**config.mk**
```make
export PLATFORM = sky130hd
export DESIGN_NAME = cam_table
export DESIGN_NICKNAME = d
export VERILOG_FILES = /design/src/rtl/cam_table.sv
export SDC_FILE = /design/constraint.sdc
export NUM_CORES = 2
export LEC_CHECK = 0
export CAP_MARGIN = 20
export CORE_MARGIN = 10
export CORE_UTILIZATION = 25
export CTS_CLUSTER_SIZE = 40
export DETAILED_ROUTE_END_ITERATION = 10
export PLACE_DENSITY_LB_ADDON = 0.12
export SYNTH_ARGS = -nofsm -noshare
export SYNTH_HDL_FRONTEND = slang
export SYNTH_SLANG_ARGS = --single-unit
```
**constraint.sdc**
```tcl
create_clock -name clock -period 4.95 [get_ports clock]
set_clock_uncertainty 0.1 [all_clocks]
set_input_delay 0.99 -clock clock [delete_from_list [all_inputs] [get_ports clock]]
set_output_delay 0.99 -clock clock [all_outputs]
set_load 0.1 [all_outputs]
```
**src/rtl/cam_table.sv**
```systemverilog
// cam_table: MAC address lookup table with a small command FIFO.
// Match, write and delete commands are captured one per cycle (delete > write
// > match), queued, and executed by a sequential scanner that compares one
// table entry per clock.
// Ports:
//   clock, reset_n                 clock and asynchronous active-low reset
//   cam_table_match_valid          pulse: look up cam_table_write_data
//   cam_table_write_data           48-bit MAC key for every command
//   cam_table_write_data_valid     pulse: learn key -> cam_table_index
//   cam_table_index                port index for a write
//   cam_table_delete_key           pulse: invalidate key
//   cam_table_match_index          port of the last hit (held)
//   cam_table_match_enable         one-cycle hit pulse
//   cam_table_no_match             one-cycle miss pulse
//   table_entry_count              number of valid entries
//   command_overflow               one-cycle pulse when a command is dropped
module cam_table #(
    parameter int unsigned NUMBER_OF_PORTS    = 2,
    parameter int unsigned TABLE_DEPTH        = 32,
    parameter int unsigned COMMAND_FIFO_DEPTH = 4
) (
    input  logic                               clock,
    input  logic                               reset_n,
    input  logic                               cam_table_match_valid,
    input  logic [47:0]                        cam_table_write_data,
    input  logic                               cam_table_write_data_valid,
    input  logic [$clog2(NUMBER_OF_PORTS)-1:0] cam_table_index,
    input  logic                               cam_table_delete_key,
    output logic [$clog2(NUMBER_OF_PORTS)-1:0] cam_table_match_index,
    output logic                               cam_table_match_enable,
    output logic                               cam_table_no_match,
    output logic [$clog2(TABLE_DEPTH):0]       table_entry_count,
    output logic                               command_overflow
);

    localparam int unsigned IW = $clog2(NUMBER_OF_PORTS);
    localparam int unsigned TW = $clog2(TABLE_DEPTH);
    localparam int unsigned FW = $clog2(COMMAND_FIFO_DEPTH);
    localparam int unsigned KW = 48;
    localparam int unsigned CW = 2 + KW + IW;

    typedef enum logic [1:0] {OP_MATCH = 2'd0, OP_WRITE = 2'd1, OP_DELETE = 2'd2} op_e;
    typedef enum logic [1:0] {S_IDLE = 2'd0, S_SCAN = 2'd1, S_COMMIT = 2'd2} state_e;

    state_e            state, state_next;
    logic [CW-1:0]     fifo_mem [COMMAND_FIFO_DEPTH];
    logic [FW-1:0]     wr_ptr, rd_ptr;
    logic [FW:0]       fifo_cnt;
    logic [KW-1:0]     key_mem  [TABLE_DEPTH];
    logic [IW-1:0]     port_mem [TABLE_DEPTH];
    logic [TABLE_DEPTH-1:0] valid;
    op_e               cmd_op;
    logic [KW-1:0]     cmd_key;
    logic [IW-1:0]     cmd_index;
    logic [TW-1:0]     scan_ptr, hit_idx, free_idx, replace_ptr, target;
    logic              hit_flag, free_flag;

    op_e               in_op;
    logic              in_any, multi, push, pop, fifo_full, fifo_empty;
    logic              hit, last, do_match_hit, do_miss, do_del, do_whit, do_commit;
    logic [CW-1:0]     head;

    // Command capture: pick the highest-priority pulse, flag any dropped one
    always_comb begin
        in_op  = OP_MATCH;
        in_any = 1'b0;
        if (cam_table_delete_key) begin
            in_op  = OP_DELETE;
            in_any = 1'b1;
        end else if (cam_table_write_data_valid) begin
            in_op  = OP_WRITE;
            in_any = 1'b1;
        end else if (cam_table_match_valid) begin
            in_any = 1'b1;
        end
        multi = (2'(cam_table_delete_key) + 2'(cam_table_write_data_valid)
                 + 2'(cam_table_match_valid)) > 2'd1;
    end

    assign fifo_full  = (fifo_cnt == (FW+1)'(COMMAND_FIFO_DEPTH));
    assign fifo_empty = (fifo_cnt == '0);
    // A full FIFO still accepts when the scanner pops in the same cycle
    assign push       = in_any && (!fifo_full || pop);
    assign head       = fifo_mem[rd_ptr];

    // FIFO pointers and occupancy
    always_ff @(posedge clock or negedge reset_n) begin
        if (!reset_n) begin
            wr_ptr   <= '0;
            rd_ptr   <= '0;
            fifo_cnt <= '0;
        end else begin
            if (push) wr_ptr <= wr_ptr + FW'(1);
            if (pop)  rd_ptr <= rd_ptr + FW'(1);
            if (push && !pop)      fifo_cnt <= fifo_cnt + (FW+1)'(1);
            else if (pop && !push) fifo_cnt <= fifo_cnt - (FW+1)'(1);
        end
    end

    // FIFO storage
    always_ff @(posedge clock) begin
        if (push) fifo_mem[wr_ptr] <= {in_op, cam_table_write_data, cam_table_index};
    end

    assign hit    = valid[scan_ptr] && (key_mem[scan_ptr] == cmd_key);
    assign last   = (scan_ptr == TW'(TABLE_DEPTH - 1));
    // Write target: existing entry, else first free slot, else round-robin victim
    assign target = hit_flag ? hit_idx : (free_flag ? free_idx : replace_ptr);

    // Next-state and control strobes
    always_comb begin
        state_next   = state;
        pop          = 1'b0;
        do_match_hit = 1'b0;
        do_miss      = 1'b0;
        do_del       = 1'b0;
        do_whit      = 1'b0;
        do_commit    = 1'b0;
        case (state)
            S_IDLE: begin
                if (!fifo_empty) begin
                    pop        = 1'b1;
                    state_next = S_SCAN;
                end
            end
            S_SCAN: begin
                if (hit) begin
                    case (cmd_op)
                        OP_MATCH: begin
                            do_match_hit = 1'b1;
                            state_next   = S_IDLE;
                        end
                        OP_DELETE: begin
                            do_del     = 1'b1;
                            state_next = S_IDLE;
                        end
                        default: begin
                            do_whit    = 1'b1;
                            state_next = S_COMMIT;
                        end
                    endcase
                end else if (last) begin
                    do_miss    = (cmd_op == OP_MATCH);
                    state_next = (cmd_op == OP_WRITE) ? S_COMMIT : S_IDLE;
                end
            end
            S_COMMIT: begin
                do_commit  = 1'b1;
                state_next = S_IDLE;
            end
            default: state_next = S_IDLE;
        endcase
    end

    // State, scan bookkeeping, valid bits and registered outputs
    always_ff @(posedge clock or negedge reset_n) begin
        if (!reset_n) begin
            state                  <= S_IDLE;
            cmd_op                 <= OP_MATCH;
            cmd_key                <= '0;
            cmd_index              <= '0;
            scan_ptr               <= '0;
            hit_flag               <= 1'b0;
            hit_idx                <= '0;
            free_flag              <= 1'b0;
            free_idx               <= '0;
            replace_ptr            <= '0;
            valid                  <= '0;
            table_entry_count      <= '0;
            cam_table_match_index  <= '0;
            cam_table_match_enable <= 1'b0;
            cam_table_no_match     <= 1'b0;
            command_overflow       <= 1'b0;
        end else begin
            state                  <= state_next;
            cam_table_match_enable <= do_match_hit;
            cam_table_no_match     <= do_miss;
            command_overflow       <= multi || (in_any && !push);
            if (do_match_hit) cam_table_match_index <= port_mem[scan_ptr];

            if (pop) begin
                cmd_op    <= op_e'(head[CW-1 -: 2]);
                cmd_key   <= head[IW +: KW];
                cmd_index <= head[IW-1:0];
                scan_ptr  <= '0;
                hit_flag  <= 1'b0;
                free_flag <= 1'b0;
            end else if (state == S_SCAN) begin
                scan_ptr <= scan_ptr + TW'(1);
                if (!valid[scan_ptr] && !free_flag) begin
                    free_flag <= 1'b1;
                    free_idx  <= scan_ptr;
                end
                if (do_whit) begin
                    hit_flag <= 1'b1;
                    hit_idx  <= scan_ptr;
                end
            end

            if (do_del) begin
                valid[scan_ptr]   <= 1'b0;
                table_entry_count <= table_entry_count - (TW+1)'(1);
            end
            if (do_commit) begin
                valid[target] <= 1'b1;
                if (!hit_flag && free_flag)  table_entry_count <= table_entry_count + (TW+1)'(1);
                if (!hit_flag && !free_flag) replace_ptr <= replace_ptr + TW'(1);
            end
        end
    end

    // Key and port storage (no reset; qualified by valid)
    always_ff @(posedge clock) begin
        if (do_commit) begin
            key_mem[target]  <= cmd_key;
            port_mem[target] <= cmd_index;
        end
    end

endmodule
```
### Yosys cells after proc, flatten, opt, wreduce, memory -nomap -nowiden

Memories as Yosys holds them, arrays and structs flattened. A register that Yosys moved wholly into a read port is not among the register bits.
Index checks and enable logic that the tools add are counted.

| word-level totals | value |
|---|---|
| register bits after elaboration | 72 |
| bits in writable memories | 1772 |
| bits of input ports | 54 |
| output and inout port bits | 10 |
| word-level logic and storage cells | 133 |
| memories | 3 |

| operators by class | value |
|---|---|
| $add $sub $neg | 10 |
| magnitude comparators | 5 |
| equality and inequality tests | 9 |
| mux-type cells | 53 |
| bitwise gates (word level) | 4 |
| reduce and logical (&&, ||, !) cells | 34 |

Memories:

| memory | depth | width | read ports | clocked after Yosys merged registers in | wr ports | line | text |
|---|---|---|---|---|---|---|---|
| key_mem | 32 | 48 | 1 | 0 | 1 | 49 | `logic [KW-1:0] key_mem [TABLE_DEPTH];` |
| fifo_mem | 4 | 51 | 1 | 1 | 1 | 46 | `logic [CW-1:0] fifo_mem [COMMAND_FIFO_DEPTH];` |
| port_mem | 32 | 1 | 1 | 1 | 1 | 50 | `logic [IW-1:0] port_mem [TABLE_DEPTH];` |

Operators with widths:

| cell | count |
|---|---|
| 32-bit 2-to-1 mux | 2 |
| 48-bit == test | 1 |
| 32-bit AND | 1 |
| 1-bit 2-to-1 mux | 32 |
| 32-bit inverter | 1 |
| 32-bit OR | 1 |
| 5-bit 2-to-1 mux | 4 |
| 6-bit 2-to-1 mux | 3 |
| 5-bit by 6-bit less-than comparator with 1-bit output, second input constant | 2 |
| 2-bit 2-to-1 mux | 6 |
| 5-bit by 1-bit adder with 5-bit output, second input constant | 2 |
| 1-bit demux with 5-bit select | 2 |
| 5-bit by 1-bit >= comparator with 1-bit output, second input constant | 2 |
| 1-bit logical AND | 10 |
| 1-bit logical NOT | 8 |
| 2-bit AND reduction | 4 |
| 2-bit nonzero test | 4 |
| 6-bit by 1-bit adder with 6-bit output, second input constant | 1 |
| 3-bit 2-to-1 mux | 2 |
| 3-bit AND reduction | 2 |
| 6-bit by 1-bit subtractor with 6-bit output, second input constant | 1 |
| 1-bit binary-select mux with 5-bit select | 1 |
| 5-bit == test, second input constant | 1 |
| 2-bit by 1-bit adder with 2-bit output, second input constant | 2 |
| 16 further kinds | 20 |

### Longest topological paths before layout

| logic depth | value |
|---|---|
| depth after elaboration | 9 |
| gate-level depth with buffers | 15 |
| depth with buffers taken out | 10 |

### Least setup slack after synthesis

OpenSTA, ideal clock, no wires.

| path | value |
|---|---|
| kind | reg-to-reg |
| start | register free_flag |
| end | memory key_mem[16][0] (enable) |
| library setup time | 0.456 ns |
| arrival | 3.798 ns |
| data required time | 4.394 ns |
| setup slack | 0.596 ns |
| stages on the path, launching flop included | 10 |
| cells stage by stage | dfrtp_1 clkbuf_1 mux2i_1 nor2_1 a21oi_1 nand2b_1 or2_2 clkbuf_1 clkbuf_1 nor2_1 |

| between the ends | value |
|---|---|
| word-level cells in the longest chain between the ends | 2 |

RTL lines:

| element | line | text |
|---|---|---|
| from (decl) | 56 | `logic hit_flag, free_flag;` |
| from (signal assigned) | 165 | `free_flag <= 1'b0;` |
| from (signal assigned) | 187 | `free_flag <= 1'b0;` |
| from (signal assigned) | 191 | `free_flag <= 1'b1;` |
| 5-bit 2-to-1 mux (2 in series) | 108 | `assign target = hit_flag ? hit_idx : (free_flag ? free_idx : replace_ptr);` |
| to (decl) | 49 |  |

No other way between the ends.

### Worst setup path in the final report

| path | value |
|---|---|
| start | register scan_ptr[1] |
| end | register cam_table_match_index, read port of port_mem |

| between the ends | value |
|---|---|
| word-level cells in the longest chain between the ends | 5 |
| elaborated cells between the ends (all ways) | 7 |
| those cells by class | 1 x eq/ne; 4 x mux; 1 x reduce/logical; 1 x memory |

RTL lines:

| element | line | text |
|---|---|---|
| from (decl) | 55 | `logic [TW-1:0] scan_ptr, hit_idx, free_idx, replace_ptr, target;` |
| from (signal assigned) | 189 | `scan_ptr <= scan_ptr + TW'(1);` |
| memory 32 x 48 bit / 1-bit binary-select mux with 5-bit select (equally long branches) | - |  |
| 48-bit == test / 1-bit 2-to-1 mux (equally long branches) | 105 | `assign hit = valid[scan_ptr] && (key_mem[scan_ptr] == cmd_key);` |
| 1-bit logical AND * | 105 |  |
| 1-bit 2-to-1 mux * | 127 | `if (hit) begin` |
| 1-bit 2-to-1 mux * | 119 | `case (state)` |
| named net do_match_hit | 60 | `logic hit, last, do_match_hit, do_miss, do_del, do_whit, do_commit;` |
| to (decl) | 29 | `output logic [$clog2(NUMBER_OF_PORTS)-1:0] cam_table_match_index,` |

Mark *: on every way through the listed nets, which the timed path passes. The rest lies on a longest branch. The select of a mux whose other input is x is not followed.
A chain may end at the register's enable or synchronous reset.

==> impl_metrics.env <==
export IMPL_finalPower_uw=53100
export IMPL_core_area_um2=292000
export IMPL_track_usage=0.164
export IMPL_cts_root_buffer="clkbuf_16"
export IMPL_synth_edf_count=1772
export IMPL_gp_congestion=0.752
export IMPL_grt_pass1_vias=40822
export IMPL_vias_per_cell=4.68
export IMPL_synth_top_cell_by_area="edfxtp_1"
export IMPL_num_vias=40048
export IMPL_numCtsBuffers=222
export IMPL_die_h_um=562
export IMPL_arrival_ns=5.49
export IMPL_crit_path_end_kind="flop"
export IMPL_clkPwrFrac=0.295
export IMPL_antenna_found_initial=14
export IMPL_syn_area_um2=73300
export IMPL_ioPinCount=64
export IMPL_syn_inst=4054
export IMPL_grt_overflow=0
export IMPL_p_int_uw=35100
export IMPL_first_pass_iters=5
export IMPL_combPwrFrac=0.311
export IMPL_critPathLaunchType="flop"
export IMPL_cts_tree="yes"
export IMPL_hold_buffers=0
export IMPL_power_density_nw_per_um2=595
export IMPL_drcViolationCount=0
export IMPL_relSlewSlack=0.198
export IMPL_syn_nets=4123
export IMPL_hold_path_class="primary input to asynchronous set/reset pin"
export IMPL_area_growth_synth_to_final_pct=21.8
export IMPL_grt_pass1_wl_um=363000
export IMPL_setup_tns_final_ns=0
export IMPL_power_switching_uw=18000
export IMPL_cap_violations=0
export IMPL_synth_top_area_frac=0.726
export IMPL_p_leak_uw=0.0306
export IMPL_worst_slew_pin_slew_ns=1.20
export IMPL_drt_wl_total_um=269000
export IMPL_hpwl_um=155000
export IMPL_ys_ff_latch=1896
export IMPL_criticalPathCategory="flop to flop"
export IMPL_final_nets=4538
export IMPL_maxSlewViolCount=0
export IMPL_htree_levels=4
export IMPL_syn_avg_cell_area_um2=18.1
export IMPL_synthFlopType="edfxtp_1"
export IMPL_drt_iter0_markers=3713
export IMPL_grt_max_degree=79
export IMPL_period_needed_ns=4.87
export IMPL_ys_async_sr_fraction=0.0654
export IMPL_clockBufferDepth=4
export IMPL_seq_area_frac_synth=0.768
export IMPL_synth_distinct_cells=60
export IMPL_ir_drop_uv=417
export IMPL_power_frac_seq=0.394
export IMPL_clk_pin_slew_ns=0.06
export IMPL_ant_nets=0
export IMPL_synth_area_top_cells="edfxtp_1, mux2i_1, dfrtp_1"
export IMPL_cts_sinks=1896
export IMPL_path_max_fanout=22
export IMPL_clock_fmax_mhz=205
export IMPL_setup_viol=0
export IMPL_die_w_um=562
export IMPL_wl_per_cell_um=31.4
export IMPL_initial_utilization=0.251
export IMPL_swShare=0.339
export IMPL_cp_required_ns=5.56
export IMPL_die_area_um2=315000
export IMPL_clk_latency_ns=0.90
export IMPL_post_route_period_util=0.984
export IMPL_status="finished clean"
export IMPL_fillCellCount=28449
export IMPL_numPortBuffers=63
export IMPL_hold_violations=0
export IMPL_layout_drive_gt1_share=0.181
export IMPL_yosysWarnings=0
export IMPL_rows=198
## synth_stat cells (23+ instances only)
cell type	count
mux2i_1	753
edfxtp_1	1772
clkbuf_1	48
buf_2	121
dfrtp_1	124
o21ai_1	42
nor2_1	54
mux4_2	75
o21ai_0	37
nand2_1	213
o22ai_1	380
buf_4	23
nor4_1	100
nand3_1	39
## stage by stage
stage	util	setup WS, ns	cell area (µm²)	instances	hold slack [ns]
CTS	0.304	0.00151	88800	8538	0.0284
global route	0.306	-0.0294	89300	8548	0.0656
detailed placement	0.281	-0.453	81800	8134	0.367
finish	0.306	0.0790	89300	8549	0.0297
floorplan	-	0.596	73300	4054	0.345
global placement	0.280	-0.576	81700	8129	0.364
## worst max-delay path, cell delays in order (launching register included)
cell and delay (ns):
dfrtp_4 0.53, buf_12 0.19, buf_12 0.21, buf_16 0.24, mux2i_1 0.34, o22ai_1 0.13, nor4_1 0.51, a21o_1 0.23
nand4b_1 0.23, nor4_2 0.55, buf_4 0.19, nand3_1 0.16, nor4_1 0.49, buf_4 0.23, mux2_2 0.33
## routing by layer
| layer | global-route usage | share of wire | up-vias |
|---|---|---|---|
| li1 | - | - | 17203 |
| met1 | 0.233 | 0.46 | 21528 |
| met2 | 0.270 | 0.47 | 1016 |
| met3 | 0.0224 | 0.043 | 297 |
| met4 | 0.0316 | 0.019 | 4 |
| met5 | 0 | 0.000093 | - |
## power by group through the flow
stage	clock (µW)	sequential, µW	combinational, µW
2_1_floorplan	0	21700	8020
3_3_place_gp	0	21500	15900
3_5_place_dp	0	21400	16000
4_1_cts	16100	21100	16200
5_1_grt	16700	21100	17500
6_report	15600	20900	16500
## path summary, 6_finish.rpt
kind | startpoint | to | slack [ns] | cells after the start
min in group clock | free_idx[1] | free_idx[1] | 0.38 | 2
max in group asynchronous | reset_n | scan_ptr[2] | 3.51 | 2
worst min register to register | free_idx[1] | free_idx[1] | 0.38 | 2
worst min-delay path | reset_n | rd_ptr[1] | 0.03 | 1
worst max-delay path | scan_ptr[1] | cam_table_match_index | 0.08 | 14
worst max register to register | scan_ptr[1] | cam_table_match_index | 0.08 | 14
## flip-flops by register name (all words and copies together) (netlist names), 6 cells and up
register           flops
fifo_mem             204
valid                 32
port_mem              32
key_mem             1536
table_entry_count      6
cmd_key               48
## layout by cell type, fill, tap and decap left out, drive strengths merged, types with 6 or more instances in the layout
master	netlist	final
nor4	107	107
a22oi	10	10
a21oi	11	11
nand4	21	21
nor2	54	54
o21ai	79	79
edfxtp	1772	1772
xnor2	12	12
clkbuf	48	312
nand4b	13	13
a21boi	6	6
nand2	213	213
xor2	19	19
mux4	75	75
mux2i	753	753
bufinv	0	10
and3b	8	8
nand3	39	39
inv	15	19
clkinv	0	76
mux2	15	15
dfrtp	124	124
a21o	20	20
o22ai	380	380
nor3	13	13
nand4bb	6	6
buf	172	345
nand2b	8	8
clkdlybuf4s50	0	62
ha	14	14
## what timing repair did
action,in CTS,in global routing
buffers inserted,1,2
cloned,1,3
pin swaps,0,9
resized for setup,20,46
setup endpoints to repair,45,34
## area by class of cell
type	instances	area, µm²	share of cell area
clock inverters	93	757	0.00848
multi-input cells	1923	16500	0.184
repair buffers	411	4740	0.0531
well taps	3900	4880	0.0547
clock buffers	309	6050	0.0678
diodes	2	5.00	0.0000561
flip-flops and latches	1896	56300	0.631
inverters	15	57.6	0.000645
## kinds of logic (layout without fill, tap and decap cells)
group	Yosys count	count (layout)	share of synthesized area
other	0	2	0
DFF	1896	1896	0.768
xor gates and xnor gates	31	31	0.00370
AOI/OAI and AO/OA	526	526	0.0444
muxes	843	843	0.128
buffers and inverters	235	828	0.0166
adders and majority gates	15	15	0.00266
and+or+nand+nor	508	508	0.0365
Power figures use the tool's default switching activity.
